`src/rtl/beta_pkg.sv`:
```
// -----------------------------------------------------------------------------
// beta_pkg
// Shared constants and helpers for the Beta execute stage.
//   RESET/ILLOP/XADR : architectural vector addresses
//   NOP              : ADD(R31,R31,R31), the bubble word
//   BNE              : BNE(R31,0,XP), the trap word injected on irsrc=1
//   alu_fn_e         : 4-bit ALU function codes
//   OPC_CLASS_*      : ir[31:30] values that carry an explicit ALU function
// -----------------------------------------------------------------------------
package beta_pkg;

   localparam logic [31:0] RESET = 32'h8000_0000;
   localparam logic [31:0] ILLOP = 32'h8000_0004;
   localparam logic [31:0] XADR  = 32'h8000_0008;
   localparam logic [31:0] NOP   = 32'h83FF_F800;
   localparam logic [31:0] BNE   = 32'h7BDF_0000;

   // ir[31:30] = 10 is register-register, 11 is register-constant.
   localparam logic [1:0] OPC_CLASS_OP  = 2'b10;
   localparam logic [1:0] OPC_CLASS_OPC = 2'b11;

   typedef enum logic [3:0] {
      FN_ADD   = 4'b0000,
      FN_SUB   = 4'b0001,
      FN_MUL   = 4'b0010,
      FN_DIV   = 4'b0011,
      FN_CMPEQ = 4'b0100,
      FN_CMPLT = 4'b0101,
      FN_CMPLE = 4'b0110,
      FN_AND   = 4'b1000,
      FN_OR    = 4'b1001,
      FN_XOR   = 4'b1010,
      FN_XNOR  = 4'b1011,
      FN_SHL   = 4'b1100,
      FN_SHR   = 4'b1101,
      FN_SRA   = 4'b1110
   } alu_fn_e;

   // Memory, branch and illegal opcodes all need a+b (address arithmetic).
   function automatic logic [3:0] alu_fn_sel(input logic [5:0] opc);
      if (opc[5:4] == OPC_CLASS_OP || opc[5:4] == OPC_CLASS_OPC) begin
         return opc[3:0];
      end
      return FN_ADD;
   endfunction

   function automatic logic is_mul(input logic [5:0] opc);
      return alu_fn_sel(opc) == FN_MUL;
   endfunction

endpackage

```
`src/rtl/beta_alu_comb.sv`:
```
// -----------------------------------------------------------------------------
// beta_alu_comb
// Purely combinational Beta ALU (no multiplier; MUL and DIV return 0 here).
//   fn     in  4      ALU function code (alu_fn_e)
//   a, b   in  WIDTH  operands
//   result out WIDTH  function result; compares are zero-extended 0/1
// -----------------------------------------------------------------------------
module beta_alu_comb
   import beta_pkg::*;
#(
   parameter int WIDTH = 32
) (
   input  logic [3:0]       fn,
   input  logic [WIDTH-1:0] a,
   input  logic [WIDTH-1:0] b,
   output logic [WIDTH-1:0] result
);

   localparam int SW = $clog2(WIDTH);

   logic [SW-1:0] shamt;
   assign shamt = b[SW-1:0];

   always_comb begin
      result = '0;
      case (fn)
         FN_ADD:   result = a + b;
         FN_SUB:   result = a - b;
         FN_CMPEQ: result = {{(WIDTH-1){1'b0}}, (a == b)};
         FN_CMPLT: result = {{(WIDTH-1){1'b0}}, ($signed(a) <  $signed(b))};
         FN_CMPLE: result = {{(WIDTH-1){1'b0}}, ($signed(a) <= $signed(b))};
         FN_AND:   result = a & b;
         FN_OR:    result = a | b;
         FN_XOR:   result = a ^ b;
         FN_XNOR:  result = ~(a ^ b);
         FN_SHL:   result = a << shamt;
         FN_SHR:   result = a >> shamt;
         FN_SRA:   result = $signed(a) >>> shamt;
         default:  result = '0;
      endcase
   end

endmodule

```
`src/rtl/beta_exe_stage.sv`:
```
// -----------------------------------------------------------------------------
// beta_exe_stage
// Beta execute pipeline stage with valid/ready handshake on both sides.
// Optional feature macro: BETA_EXE_MUL_EN (iterative shift-add multiplier).
//   clk, reset                  clock, synchronous active-high reset
//   irsrc[1:0]                  0 = irin, 1 = BNE trap, 2/3 = NOP bubble
//   in_valid / in_ready         upstream handshake; capture when in_ready
//   pcin, ain, bin, din, irin   captured fields
//   out_valid / out_ready       downstream handshake; outputs held while stalled
//   yout                        execute result
//   pcout, dout, irout          registered passthrough fields
//   busy                        multiplier iterating (0 without the macro)
//   illop                       MUL/MULC held with no multiplier (0 with macro)
// -----------------------------------------------------------------------------
module beta_exe_stage
   import beta_pkg::*;
#(
   parameter int WIDTH = 32
) (
   input  logic             clk,
   input  logic             reset,
   input  logic [1:0]       irsrc,
   input  logic             in_valid,
   output logic             in_ready,
   input  logic [WIDTH-1:0] pcin,
   input  logic [WIDTH-1:0] ain,
   input  logic [WIDTH-1:0] bin,
   input  logic [WIDTH-1:0] din,
   input  logic [31:0]      irin,
   output logic             out_valid,
   input  logic             out_ready,
   output logic [WIDTH-1:0] yout,
   output logic [WIDTH-1:0] pcout,
   output logic [WIDTH-1:0] dout,
   output logic [31:0]      irout,
   output logic             busy,
   output logic             illop
);

   logic [WIDTH-1:0] pc_q, a_q, b_q, d_q;
   logic [31:0]      ir_q, ir_d;
   logic             out_valid_q, out_valid_d;
   logic             busy_w;
   logic             mul_start;
   logic             mul_done;
   logic [3:0]       fn;
   logic [WIDTH-1:0] alu_y;

   assign in_ready = !busy_w && (!out_valid_q || out_ready);

   // Instruction source selection; an invalid slot from upstream becomes a
   // NOP so stale instruction bits never reach the ALU decode.
   always_comb begin
      ir_d        = NOP;
      out_valid_d = 1'b1;
      case (irsrc)
         2'd0: begin
            ir_d        = in_valid ? irin : NOP;
            out_valid_d = in_valid;
         end
         2'd1:    ir_d = BNE;
         default: ir_d = NOP;
      endcase
   end

   always_ff @(posedge clk) begin
      if (reset) begin
         pc_q        <= '0;
         a_q         <= '0;
         b_q         <= '0;
         d_q         <= '0;
         ir_q        <= NOP;
         out_valid_q <= 1'b0;
      end else if (in_ready) begin
         pc_q        <= pcin;
         a_q         <= ain;
         b_q         <= bin;
         d_q         <= din;
         ir_q        <= ir_d;
         // A multiply withholds out_valid until the product is complete.
         out_valid_q <= out_valid_d && !mul_start;
      end else if (mul_done) begin
         out_valid_q <= 1'b1;
      end
   end

   assign fn = alu_fn_sel(ir_q[31:26]);

   beta_alu_comb #(.WIDTH(WIDTH)) u_alu (
      .fn     (fn),
      .a      (a_q),
      .b      (b_q),
      .result (alu_y)
   );

`ifdef BETA_EXE_MUL_EN
   localparam int CW = $clog2(WIDTH);

   logic             busy_q;
   logic [CW-1:0]    cnt_q;
   logic [WIDTH-1:0] prod_q;
   logic [WIDTH-1:0] mcand_q;

   // Only a genuine upstream MUL starts iterating; trap/bubble overrides it.
   assign mul_start = in_ready && (irsrc == 2'd0) && in_valid && is_mul(irin[31:26]);
   assign mul_done  = busy_q && (cnt_q == CW'(WIDTH - 1));

   // One multiplier bit per cycle: multiplier bit cnt_q selects whether the
   // progressively left-shifted multiplicand is accumulated.
   always_ff @(posedge clk) begin
      if (reset) begin
         busy_q  <= 1'b0;
         cnt_q   <= '0;
         prod_q  <= '0;
         mcand_q <= '0;
      end else if (in_ready) begin
         busy_q  <= mul_start;
         cnt_q   <= '0;
         prod_q  <= '0;
         mcand_q <= ain;
      end else if (busy_q) begin
         if (b_q[cnt_q]) begin
            prod_q <= prod_q + mcand_q;
         end
         mcand_q <= mcand_q << 1;
         cnt_q   <= cnt_q + CW'(1);
         if (mul_done) begin
            busy_q <= 1'b0;
         end
      end
   end

   assign busy_w = busy_q;
   assign yout   = is_mul(ir_q[31:26]) ? prod_q : alu_y;
   assign illop  = 1'b0;
`else
   assign mul_start = 1'b0;
   assign mul_done  = 1'b0;
   assign busy_w    = 1'b0;
   assign yout      = alu_y;
   // Downstream uses this to trap to ILLOP; only meaningful while valid.
   assign illop     = out_valid_q && is_mul(ir_q[31:26]);
`endif

   assign busy      = busy_w;
   assign out_valid = out_valid_q;
   assign pcout     = pc_q;
   assign dout      = d_q;
   assign irout     = ir_q;

endmodule
```
`config.mk`:
```
export PLATFORM = sky130hd
export DESIGN_NAME = beta_exe_stage
export DESIGN_NICKNAME = d
export VERILOG_FILES = /design/src/rtl/beta_pkg.sv /design/src/rtl/beta_alu_comb.sv /design/src/rtl/beta_exe_stage.sv
export SDC_FILE = /design/constraint.sdc
export NUM_CORES = 1
export LEC_CHECK = 0
export BUFFER_PORTS_ARGS = -buffer_cell sky130_fd_sc_hd__buf_4
export CAP_MARGIN = 20
export CORE_ASPECT_RATIO = 0.6
export CORE_MARGIN = 10
export CORE_UTILIZATION = 40
export CTS_CLUSTER_SIZE = 30
export DETAILED_ROUTE_END_ITERATION = 10
export GPL_ROUTABILITY_DRIVEN = 0
export PLACE_DENSITY = 0.6
export SLEW_MARGIN = 10
export SYNTH_ARGS = -nofsm -noshare
export SYNTH_HDL_FRONTEND = slang
export SYNTH_SLANG_ARGS = --single-unit
```
`constraint.sdc`:
```
create_clock -name clk -period 7.2 [get_ports clk]
set_input_delay 0.36 -clock clk [delete_from_list [all_inputs] [get_ports clk]]
set_output_delay 0.36 -clock clk [all_outputs]
set_load 0.05 [all_outputs]
```
; Word level (Yosys, flattened, before mapping)
; Index checks and enable logic that the tools add are counted.
[classes]
mux = 7
addsub = 2
n_reduce_logical = 6
n_bitwise = 4
eq_ne = 16
shifts = 3
magnitude_cmp = 2
[ops]
columns = operator, count
row1 = one-hot mux 32 bit (12 select lines), 1
row2 = one-hot mux 32 bit (2 select lines), 1
row3 = adder 32 bit, 1
row4 = bitwise AND 32 bit, 1
row5 = equality test 32 bit, 1
row6 = <= comparator 32 bit, 1
row7 = less-than comparator 32 bit, 1
row8 = 2-to-1 mux 32 bit, 1
row9 = NOT 32 bit, 1
row10 = OR 32 bit, 1
row11 = << shifter 32 x 5 -> 32 bit, 1
row12 = right shift 32 x 5 -> 32 bit, 1
row13 = >>> shifter 32 x 5 -> 32 bit, 1
row14 = subtractor 32 bit, 1
row15 = bitwise XOR 32 bit, 1
row16 = equality test 4 bit (second input constant), 7
row17 = equality test 4 x 3 -> 1 bit (second input constant), 3
row18 = 2-to-1 mux 4 bit, 2
row19 = equality test 2 bit (second input constant), 2
row20 = equality test 4 x 1 -> 1 bit (second input constant), 1
row21 = equality test 4 x 2 -> 1 bit (second input constant), 1
row22 = logical NOT 4 bit, 1
row23 = equality test 2 x 1 -> 1 bit (second input constant), 1
row24 = logical NOT 2 bit, 1
row25 = 4 further kinds, 6
[totals]
ff_bits = 161
out_inout_bits = 132
word_cells = 46

; Longest topological paths before layout
[depth]
word_depth = 6
ltp_mapped = 16

; Cells and area by module
; Synthesis repeated with hierarchy kept, for this count alone.
[unflattened]
cells_unflattened = 1986
hier_area_um2 = 14657.8
[modules_own_cells]
columns = mod, instances, area_each_um2, cells_per_inst
row1 = beta_alu_comb, 1, 9017.4, 1322
row2 = beta_exe_stage, 1, 5640.4, 664

; Worst setup path before layout
; Ideal clock, no wire load.
[synth_timing]
path_kind = register to output
startpoint = reg b_q[2]
endpoint = out yout[25]
n_path_buf = 5
arrival_ps = 4159
stages_incl_launch_ff = 16
path_slack_ps = 2681
cell_sequence = dfxtp_1 buf_2 inv_2 buf_2 buf_2 buf_1 ha_1 buf_2 or3_1 a211oi_1 o21ai_2 o211ai_2 a2111oi_2 nor3_2 a221oi_1 o21ai_1
[synth_between]
elab_chain_cells = 2
[synth_lines]
columns = element, line
row1 = start: declaration, beta_exe_stage.sv:40  ; logic [WIDTH-1:0] pc_q, a_q, b_q, d_q;
row2 = start signal: assignment, beta_exe_stage.sv:77  ; b_q <= bin;
row3 = subtractor 32 bit (tied with other cells), beta_alu_comb.sv:28  ; FN_SUB: result = a - b;
row4 = one-hot mux 32 bit (12 select lines) *, beta_alu_comb.sv:26  ; case (fn)
row5 = end: declaration, beta_exe_stage.sv:32  ; output logic [WIDTH-1:0] yout,
; Every way passes the cells marked *; elsewhere a longest branch is shown, timed or not.

; Worst setup path after layout
[layout_timing]
startpoint = reg b_q[4]
endpoint = out yout[25]
; The elaborated chain is that of the path after synthesis.

==> results.md <==
- The number of nets still failing antenna checks after routing is 0.
- The maximum fanout count along the critical path is 57.
- The relative max-transition margin is 32.02%.
- The number of placement rows is 53.
- The run finished with clean final reports.
- Traced cell by cell, the critical path runs through buf_4 > clkinv_1 > ha_1 > nand3_1 > o22ai_1 > a31oi_1 > a211oi_1 > or2_1 > a31o_2 > a21boi_0 > o221a_2 > o21ai_1 > buf_4.
- The initial antenna violation count is 3.
- The critical path arrival is 5.14 ns.
- The worst path in the final design needs a cycle of 5.501 ns, including I/O delays and setup.
- In this design, the critical path's most frequently occurring cell is buf_4.
- Counting along the longest clock path gives a buffer depth of 2.
- The via count normalized by instance count is 6.167.
- Gates resized during post-CTS repair numbered 0.
- The number of design-rule violations left by the first detailed-router iteration is 2397.
- The initial cell density of the core is 40.87%.
- The final-stage net count is 2485.
- The clock tree synthesis step divided the H-tree into 4 levels.
- The most area-hungry cell type in the Yosys netlist is dfxtp_1.
- The classification of the worst-slack hold path is in -> reg.
- The largest net degree at the start of global routing is 86.
- After legalization and detailed placement, the total HPWL measured 50.36 mm.
- The wire length of the first global-routing pass is 96.61 mm.
- The fraction of final layout cells sized beyond drive strength 1 is 19.97%.
- The max-slew violation total from the final report was 0.
- The count of endpoints failing hold in the final timing report is 0.
- In this run the power density over the cells is 192.7 nW/µm².
- The placed instances occupy a cell area of between 15000 and 20000 µm².
- Counting flops with an async set or reset pin after synthesis yields a share of 0%.
- The kind of capture point of the worst setup path is an output pin.
- Summing the sequential cell areas from Yosys gives between 20% and 30% of the chip area.
- Summed over all layers, the routed wires come to about 66 mm.
- The commonest non-fill, non-tap cell in the layout is nand2_1.
- The die covers 44370 µm².
- The worst setup path is launched from a register.
- Setup repair after global routing left no endpoint under its margin.
- The library cells used most frequently in the layout, excluding fill and tap cells, are 400 x nand2_1, 326 x buf_4, 251 x a21oi_1.
- After detailed routing, the number of remaining DRC violations is 0.
- Data on the critical path is required at its endpoint by 6.84 ns.
- TritonCTS built the clock tree.
- The number of I/O port buffers is 296.
- After synthesis, the cell types taking the most area are dfxtp_1 22%, nand2_1 10%, a21oi_1 8.7%, ha_1 8.4%, nor2_1 4.7%.
- The setup path with the least slack is of type reg -> out.
- The average routed wire per standard cell is about 24 µm.
- The final count of negative-setup-slack endpoints is 0.
- The portion of synthesized cell area occupied by the leading cell type is between 20% and 30%.
- The number of distinct standard cells referenced by the synthesized netlist is 91.
- The maximum ir drop on the vdd rail is 191.1 µV.
- The post-route setup TNS is 0 ns.
- Yosys mapped a number of flops with a built-in enable equal to 0.
- 298 I/O pins were placed.
- At the later pin of the worst-skew pair, clock insertion delay measures 0.46 ns.
- After clock tree synthesis, the clock-pin slew on the worst setup and hold paths is 0.09 ns.
- Of the available clock period, the critical path in the final layout requires 76.41%.
- The post-CTS setup-driven buffer insertion count is 0.
- The overall routing resource usage is between 20 and 30%.
- The via count of the first global-routing pass is ~15000.
- The number of nets in the synthesized netlist is 2301.
- The die extent in y is ~170 µm.
- The total of hold buffers inserted after clock tree synthesis is 0.
- The average instance in the mapped netlist occupies 7.095 µm².
- Counting every instance in the synthesized netlist gives 2036.
- Clock tree synthesis inserted a total of 17 buffers.
- Summed over all cells, the static leakage comes to between 7 and 8 nW.
- After global routing the overflow that remains totals 0.
- The routed layout has around 17000 vias.
- The number of detailed-routing iterations run before antenna repair is 11.
- The number of clock sinks is roughly 160.
- The final worst clock skew is 0.01223 ns.
- The worst hold slack across all endpoints is 0.09922 ns.
- The transition time at the pin with the least slew margin is around 1.0 ns.
- Across the run, the number of max-cap violations was 0.
- In this run the cell area of the synthesized design comes to 14450 µm².
- The largest incremental delay on the critical path is 0.68 ns.
- On the critical path, the stage with the largest delay is an instance of clkinv_1.
- The floorplan step defined a core boundary enclosing 35350 µm².
- Relative to the synthesized area, the layout overhead comes to 20.76%.
- For this run, the number of Yosys warnings is 0.
- For this run, the leading register cell type out of synthesis is dfxtp_1.
- The die extent in x is 265.3 µm.
- The filler cells instantiated in the layout total between 3000 and 4000.
- The highest clock frequency the design can meet is 181.8 MHz.
- The root buffer cell chosen for the clock tree is clkbuf_16.
- The number of register bits inferred by synthesis is 161.
- Summing all non-filler instances in the final layout gives an area of 17450 µm².
## where the power goes
part	total, mW	internal, mW	switching (mW)	leakage [nW]
sequential	1.02	0.942	0.0749	1.33
combinational	1.33	0.443	0.891	5.88
clock	1.01	0.509	0.502	0.303
## layout make-up
cell class              count  area, µm²  area share [%]
diodes                      3      7.507         0.04303
clock buffers              17      425.4           2.438
inverters                 103      389.1           2.231
well taps                 467      584.3           3.349
multi-input cells        1611      10150           58.20
clock inverters            15      206.4           1.183
repair buffers            326       2447           14.03
flip-flops and latches    161       3232           18.53
## state kept, by name, indices dropped and copies added, names as in the netlist
register	flops
pcout	32
a_q	32
out_valid	1
b_q	32
dout	32
irout	32
## critical path, delay by kind of cell, from the launching register on
family	cells	cell delay [ns]
AO/OA/AOI/OAI	7	1.95
buffers and inverters	3	1.41
adder cells (fa/ha/maj)	1	0.67
AND/OR/NAND/NOR	2	0.33
flip-flops	1	0.32
## synth_stat cells, drive strengths merged, types with 7 or more instances
cell     number
ha           97
a21oi       251
o211ai       20
buf          58
nor3         28
or3          11
nor2        183
o21bai       11
a211oi       37
mux2i        58
mux4         34
a221oi        9
o2111ai      13
nand2       400
o31ai         8
nand3        28
clkbuf      103
a2111oi      13
nand4        17
inv         101
o22ai        26
nor2b        15
o21ai       132
a31oi        16
dfxtp       161
a221o         7
nor4         11
a22oi        17
o221ai       16
a21o         14
mux2         19
and2          7
nand2b       27
## final timing paths
| kind | end | depth (start not counted) | from | slack [ns] |
|---|---|---|---|---|
| worst max-delay path | yout[25] | 13 | b_q[4]$_SDFFE_PP0P_ | 1.70 |
| worst min-delay path | irout[19]$_SDFFE_PP1P_ | 3 | irin[19] | 0.1 |
| worst max register to register | irout[18]$_SDFFE_PP1P_ | 7 | out_valid$_SDFFE_PP0P_ | 4.29 |
| worst min register to register | dout[25]$_SDFFE_PP0P_ | 2 | dout[25]$_SDFFE_PP0P_ | 0.46 |
## stage by stage
stage	std cells	util (%)	power [mW]	setup WS, ns
6_report	2703	49.36	3.362	1.699
5_1_grt	2700	49.34	3.486	1.610
4_1_cts	2700	49.34	3.332	2.009
3_5_place_dp	2668	47.55	2.318	2.530
3_3_place_gp	2667	47.53	2.309	2.639
2_1_floorplan	2036	-	1.880	2.681
## layer usage
| layer | global-route usage, % | vias to the layer above | wire length [µm] |
|---|---|---|---|
| met5 | 0 | - | 0 |
| met4 | 6.448 | 0 | 1375 |
| met3 | 15.70 | 133 | 10640 |
| met2 | 37.67 | 1089 | 25860 |
| met1 | 37.73 | 7853 | 28200 |
| li1 | - | 7594 | - |
## cell families after synthesis
logic type / count (synthesis) / share of synthesized area, %
AO/OA/AOI/OAI: 639 / 27.58
XOR/XNOR: 7 / 0.4244
adder cells (fa/ha/maj): 99 / 8.678
buffers and inverters: 264 / 7.639
flip-flops: 161 / 22.31
multiplexers: 111 / 10.90
other: 1 / 0.02596
AND/OR/NAND/NOR: 754 / 22.44
Power figures use the tool's default switching activity.
